<file path="config.mk">
export PLATFORM = sky130hd
export DESIGN_NAME = fetch_stage
export DESIGN_NICKNAME = d
export VERILOG_FILES = /design/src/rtl/fetch_stage.sv
export SDC_FILE = /design/constraint.sdc
export NUM_CORES = 1
export LEC_CHECK = 0
export CAP_MARGIN = 30
export CORE_ASPECT_RATIO = 0.6
export CORE_MARGIN = 1.5
export CORE_UTILIZATION = 50
export CTS_BUF_LIST = sky130_fd_sc_hd__clkbuf_16
export CTS_CLUSTER_SIZE = 24
export DETAILED_ROUTE_END_ITERATION = 7
export DONT_BUFFER_PORTS = 1
export GPL_TIMING_DRIVEN = 1
export SLEW_MARGIN = 20
export SYNTH_ARGS = -nofsm -noshare
export SYNTH_HDL_FRONTEND = slang
export SYNTH_SLANG_ARGS = --single-unit
</file>
<file path="constraint.sdc">
create_clock -name clk -period 2.5 [get_ports clk]
set_input_delay 0.5 -clock clk [delete_from_list [all_inputs] [get_ports clk]]
set_output_delay 0.5 -clock clk [all_outputs]
set_load 0.1 [all_outputs]
</file>
<file path="src/rtl/fetch_stage.sv">
// Instruction fetch stage: owns the PC, drives the ibus request/response
// handshake and hands {instr, pc} to decode through a one-entry skid buffer.
package fetch_stage_pkg;
  localparam int unsigned XLEN = 32;

  typedef struct packed {
    logic [XLEN-1:0] instr;
    logic [XLEN-1:0] pc;
  } fetch_entry_t;
endpackage

module fetch_stage
  import fetch_stage_pkg::*;
#(
  parameter logic [XLEN-1:0] RESET_PC = 32'hbfc0_0000
) (
  input  logic            clk,
  input  logic            reset,
  output logic            ireq_valid,
  output logic [XLEN-1:0] ireq_addr,
  input  logic            iresp_addr_ok,
  input  logic            iresp_data_ok,
  input  logic [XLEN-1:0] iresp_data,
  input  logic            redirect,
  input  logic [XLEN-1:0] redirect_pc,
  output logic            instr_valid,
  input  logic            instr_ready,
  output logic [XLEN-1:0] instr,
  output logic [XLEN-1:0] instr_pc
);
  typedef enum logic [0:0] {S_REQ, S_WAIT} state_t;

  localparam logic [XLEN-1:0] PC_STEP    = XLEN'(4);
  localparam logic [XLEN-1:0] ALIGN_MASK = ~XLEN'(3);

  state_t          state_q, state_d;
  logic [XLEN-1:0] pc_q, pc_d;
  logic            drop_q, drop_d;
  logic            redir_pend_q, redir_pend_d;
  logic [XLEN-1:0] redir_pc_q, redir_pc_d;
  fetch_entry_t    out_q, out_d;
  logic            out_valid_q, out_valid_d;
  fetch_entry_t    skid_q, skid_d;
  logic            skid_valid_q, skid_valid_d;
  logic            ireq_valid_q, ireq_valid_d;

  logic            addr_fire;
  logic            resp_fire;
  logic            handshake;
  logic [XLEN-1:0] target;
  fetch_entry_t    resp_entry;

  assign addr_fire  = ireq_valid_q & iresp_addr_ok;
  assign resp_fire  = iresp_data_ok & ((state_q == S_WAIT) | addr_fire);
  assign handshake  = out_valid_q & instr_ready;
  assign target     = redirect_pc & ALIGN_MASK;
  assign resp_entry = '{instr: iresp_data, pc: pc_q};

  // Next-state: decode-side drain first, then bus response and redirects.
  always_comb begin
    state_d      = state_q;
    pc_d         = pc_q;
    drop_d       = drop_q;
    redir_pend_d = redir_pend_q;
    redir_pc_d   = redir_pc_q;
    out_d        = out_q;
    out_valid_d  = out_valid_q;
    skid_d       = skid_q;
    skid_valid_d = skid_valid_q;

    if (handshake) begin
      if (skid_valid_q) out_d = skid_q;
      out_valid_d  = skid_valid_q;
      skid_valid_d = 1'b0;
    end

    if (addr_fire && !resp_fire) state_d = S_WAIT;
    if (resp_fire)               state_d = S_REQ;

    if (redirect) begin
      out_valid_d  = 1'b0;
      skid_valid_d = 1'b0;
      redir_pend_d = 1'b0;
      if ((state_q == S_WAIT) || addr_fire) begin
        // A response arriving this very cycle is simply discarded.
        pc_d   = target;
        drop_d = !resp_fire;
      end else if (ireq_valid_q) begin
        // Address phase still open: keep ireq_addr stable, apply after addr_ok.
        redir_pend_d = 1'b1;
        redir_pc_d   = target;
      end else begin
        pc_d = target;
      end
    end else if (addr_fire && redir_pend_q) begin
      pc_d         = redir_pc_q;
      redir_pend_d = 1'b0;
      drop_d       = !resp_fire;
    end else if (resp_fire) begin
      if (drop_q) begin
        drop_d = 1'b0;
      end else begin
        pc_d = pc_q + PC_STEP;
        if (!out_valid_q || instr_ready) begin
          out_d       = resp_entry;
          out_valid_d = 1'b1;
        end else begin
          skid_d       = resp_entry;
          skid_valid_d = 1'b1;
        end
      end
    end

    ireq_valid_d = (state_d == S_REQ) && !skid_valid_d;
  end

  always_ff @(posedge clk) begin
    if (reset) begin
      state_q      <= S_REQ;
      pc_q         <= RESET_PC;
      drop_q       <= 1'b0;
      redir_pend_q <= 1'b0;
      redir_pc_q   <= '0;
      out_q        <= '0;
      out_valid_q  <= 1'b0;
      skid_q       <= '0;
      skid_valid_q <= 1'b0;
      ireq_valid_q <= 1'b0;
    end else begin
      state_q      <= state_d;
      pc_q         <= pc_d;
      drop_q       <= drop_d;
      redir_pend_q <= redir_pend_d;
      redir_pc_q   <= redir_pc_d;
      out_q        <= out_d;
      out_valid_q  <= out_valid_d;
      skid_q       <= skid_d;
      skid_valid_q <= skid_valid_d;
      ireq_valid_q <= ireq_valid_d;
    end
  end

  assign ireq_valid  = ireq_valid_q;
  assign ireq_addr   = pc_q;
  assign instr_valid = out_valid_q;
  assign instr       = out_q.instr;
  assign instr_pc    = out_q.pc;
endmodule

</file>
## Word-level counts from Yosys, hierarchy flattened

Cells that the tools add are included.

| word-level totals | value |
|---|---|
| word-level logic and storage cells | 75 |
| output and inout port bits | 98 |
| flip-flop bits (word level) | 196 |

| cells by class | value |
|---|---|
| bitwise operators | 10 |
| reductions and logical operators | 15 |
| add/sub/neg operators | 1 |
| equality and inequality tests | 3 |
| mux-type cells | 34 |

Operators with widths:

| cell | count |
|---|---|
| 64-bit 2-to-1 mux | 7 |
| 32-bit 2-to-1 mux | 6 |
| 32-bit by 3-bit adder with 32-bit output, second input constant | 1 |
| 1-bit 2-to-1 mux | 21 |
| 3-bit by 2-bit inequality test with 1-bit output, second input constant | 2 |
| 1-bit NOT | 6 |
| 3-bit AND reduction | 2 |
| 5-bit AND reduction | 1 |
| 1-bit AND | 3 |
| 1-bit logical AND | 3 |
| 1-bit logical NOT | 3 |
| 3-bit nonzero test | 1 |
| 1-bit logical OR | 2 |
| 2-bit by 1-bit inequality test with 1-bit output, second input constant | 1 |
| 2-bit AND reduction | 1 |
| 2-bit nonzero test | 1 |
| 2-bit OR reduction | 1 |
| 1-bit OR | 1 |

## Logic depth before layout (Yosys ltp)

| logic depth | value |
|---|---|
| word-level depth | 9 |
| mapped depth | 8 |

## Least setup slack after synthesis

OpenSTA, ideal clock, no wires.

| timing path | value |
|---|---|
| path kind | register to register |
| start point | reg pc_q[2] (netlist: ireq_addr[2]) |
| end point | reg pc_q[20] (netlist: ireq_addr[20]) |
| path slack | -0.176 ns |
| data arrival time | 2.549 ns |
| cell stages (with the launch flop) | 7 |
| path through | dfxtp_1 ha_1 nand3_4 nor4_4 nand4_1 nor4bb_1 or3_1 |

| on the way | value |
|---|---|
| word-level cells in the longest chain between the ends | 5 |

Ends and longest elaborated chain:

| what | RTL line | text |
|---|---|---|
| start, declared | 37 | `logic [XLEN-1:0] pc_q, pc_d;` |
| start signal, assigned | 131 | `pc_q <= pc_d;` |
| 32-bit by 3-bit adder with 32-bit output | 103 | `pc_d = pc_q + PC_STEP;` |
| 32-bit 2-to-1 mux | 100 | `if (drop_q) begin` |
| 32-bit 2-to-1 mux | 99 | `end else if (resp_fire) begin` |
| 32-bit 2-to-1 mux | 95 | `end else if (addr_fire && redir_pend_q) begin` |
| 32-bit 2-to-1 mux | 80 | `if (redirect) begin` |

Every way passes these cells. The select of a mux whose other input is x is not followed.
A chain may end at the register's enable or synchronous reset.

## Worst setup path in the final report

| timing path | value |
|---|---|
| start point | reg ireq_valid_q (netlist: ireq_valid) |
| end point | reg pc_q[21] (netlist: ireq_addr[21]) |

| on the way | value |
|---|---|
| word-level cells in the longest chain between the ends | 5 |

Ends and longest elaborated chain:

| what | RTL line | text |
|---|---|---|
| start, declared | 45 | `logic ireq_valid_q, ireq_valid_d;` |
| start signal, assigned | 139 | `ireq_valid_q <= ireq_valid_d;` |
| 1-bit AND | 53 | `assign addr_fire = ireq_valid_q & iresp_addr_ok;` |
| 1-bit OR | 54 | `assign resp_fire = iresp_data_ok & ((state_q == S_WAIT) \| addr_fire);` |
| 1-bit AND | 54 |  |
| 3-bit nonzero test (no line) | -- |  |
| 3-bit AND reduction (no line) | -- |  |

Parallel ways exist; a longest one is shown, timed or not.

==> metrics.yaml <==
status: "finished clean"
required_ns: 2.83
fmax_mhz: 464
yosysMostFrequentCell: "nand2_1"
root_buffer: "clkbuf_16"
register_area_um2: 3850
synthTopCellsByArea: "dfxtp_1 (45%), nand2_1 (9.3%), mux2i_1 (7.7%)"
cts-hold-fix-buffers: 0
diodes: 0
dr_total_vias: 7599
syn_area_per_cell_um2: 8.25
multiInputGateArea_um2: 4280
slew_headroom_pct: 37.9
grt_pass1_wl_um: 37400
rsz0062_at_grt: "no"
io_buffer_count: 0
period_minus_slack_ns: 2.16
cts_buffers: 17
period_share_pct: 86.2
drt-total-wl_um: 23600
postRouteAntennaNets: 0
dieArea_um2: 17900
clk_path_buf_depth: 2
async_flop_share_pct: 0
slew_violations: 0
worst-setup-path-type: "reg2reg"
antenna_found_initial: 1
ys.flop_type: "dfxtp_1"
rows: 36
yosysTopAreaCellShare_pct: 44.9
holdWs_ns: 0.127
cts.sinks: 192
hold_viol: 0
wl_per_cell_um: 17.8
grt_max_degree: 182
clk_pin_slew_worst_paths_ns: 0.07
place_congestion: 0.834
core_um2: 16500
tightestPinTransition_ns: 0.931
yosys-top-cells-count: "nand2_1 (213), dfxtp_1 (192), a21oi_1 (131)"
die_height_um: 104
drt-initial-drc-count: 667
fin_cells: 1325
grt_pass1_vias: 6931
p_total_w: 0.00738
nets: 1156
overflow: 0
crit_path_max_fanout: 14
maxCapViolCount: 0
track_usage_pct: 26.5
power_density_nw_per_um2: 737
worst_setup_path_start_kind: "flop"
hpwl_um: 15400
start_util_pct: 51.9
peakVddDrop_mv: 0.389
drc_errors: 0
min_path_type: "in2reg"
dp_cells: 1294
synth_edf_count: 0
vias_per_cell: 5.74
drive_gt1_share_pct: 15.6
ys_ff_latch: 192
cts_tree: "yes"
crit_path_end_kind: "flop"
post-cts-setup-buffers: 0
clock_latency_ns: 0.44
syn2layout_area_growth_pct: 16.9
die_w_um: 172
htree_levels: 4
synth_cell_types: 60
fin_worst_skew_ns: 0.00839
synth_cells: 1037
synth.cell_area_um2: 8560
ys_warn_count: 0
fillers: 1509
yosys.area.top_type: "dfxtp_1"
ys_seq_area_share_pct: 44.9
setup_violations: 0
p_leak_nw: 4.14
crit_arrival_ns: 2.48
cts-resized-gates: 0
dr.pass1.iters: 6
ios: 168
path summary, 6_finish.rpt:
check	slack [ns]	end	depth (start not counted)	from
setup / recovery	0.34	ireq_addr[21]$_SDFFE_PP0P_	7	ireq_valid$_SDFF_PP0_
setup reg to reg	0.34	ireq_addr[21]$_SDFFE_PP0P_	7	ireq_valid$_SDFF_PP0_
hold / removal	0.13	skid_q[45]$_SDFFE_PP0P_	1	reset
hold reg to reg	0.45	skid_q[32]$_SDFFE_PP0P_	2	skid_q[32]$_SDFFE_PP0P_
layout by cell type, fill, tap and decap left out, types with 11 or more instances in the layout:
cell       count
nor3_1        18
mux2i_1       66
clkbuf_16     17
a211oi_1      75
nand2_1      213
o21ai_0       28
buf_4        119
nor2_1        87
and3_1        12
nand3_1       14
nand4_1       11
a21oi_1      131
dfxtp_1      188
per-stage QoR:
step                util, %  area, um^2  setup slack (ns)  setup TNS, ns
CTS                    60.7       10000             0.372              0
global placement       56.8        9370             0.414              0
finish                 60.7       10000             0.344              0
global route           60.7       10000             0.181              0
detailed placement     56.8        9370             0.376              0
floorplan                 -        8570           -0.0191        -0.0191
critical path, cell delays in order (launching register included):
cell and delay [ns]:
dfxtp_1 0.50, a21oi_1 0.11, buf_4 0.17, o21ai_1 0.27, nand2_1 0.34, buf_4 0.32, a211oi_1 0.27, nor3_1 0.07
cell type report:
cell class / count / share of cell area [%]
multi-input cells: 748 / 42.8
flip-flops and latches: 192 / 38.5
repair buffers: 121 / 9.33
clock buffers: 17 / 4.25
well taps: 228 / 2.85
clock inverters: 14 / 2.14
inverters: 5 / 0.188
state kept, by name, indices dropped and copies added (netlist names):
name and cells:
skid_q 62, instr 32, instr_pc 32, ireq_addr 30
redir_pc_q 30, drop_q 1, instr_valid 1, ireq_valid 1
redir_pend_q 1, skid_valid_q 1, state_q 1
cells by family after synthesis:
family / share of synthesized area [%]
simple gates: 20.9
compound gates: 20.2
other cells: 0.0438
mux: 7.72
buf+inv: 5.45
flops: 44.9
fa+ha+maj: 0.146
xor+xnor: 0.614
where the power goes:
part | total [W] | switching [W] | internal [W]
logic | 0.00115 | 0.000894 | 0.000254
clock network | 0.00299 | 0.00122 | 0.00177
registers | 0.00324 | 0.0000771 | 0.00316
total | 0.00738 | 0.00219 | 0.00518
per-layer routing:
| metal | vias to the layer above | part of all wire, % | GRT usage, % |
|---|---|---|---|
| met5 | - | 0 | 0 |
| met4 | 0 | 0.66 | 6.21 |
| met3 | 15 | 11 | 10.8 |
| met2 | 289 | 41 | 36.5 |
| met1 | 3537 | 48 | 38.1 |
| li1 | 3758 | - | - |
Power figures use the tool's default switching activity.
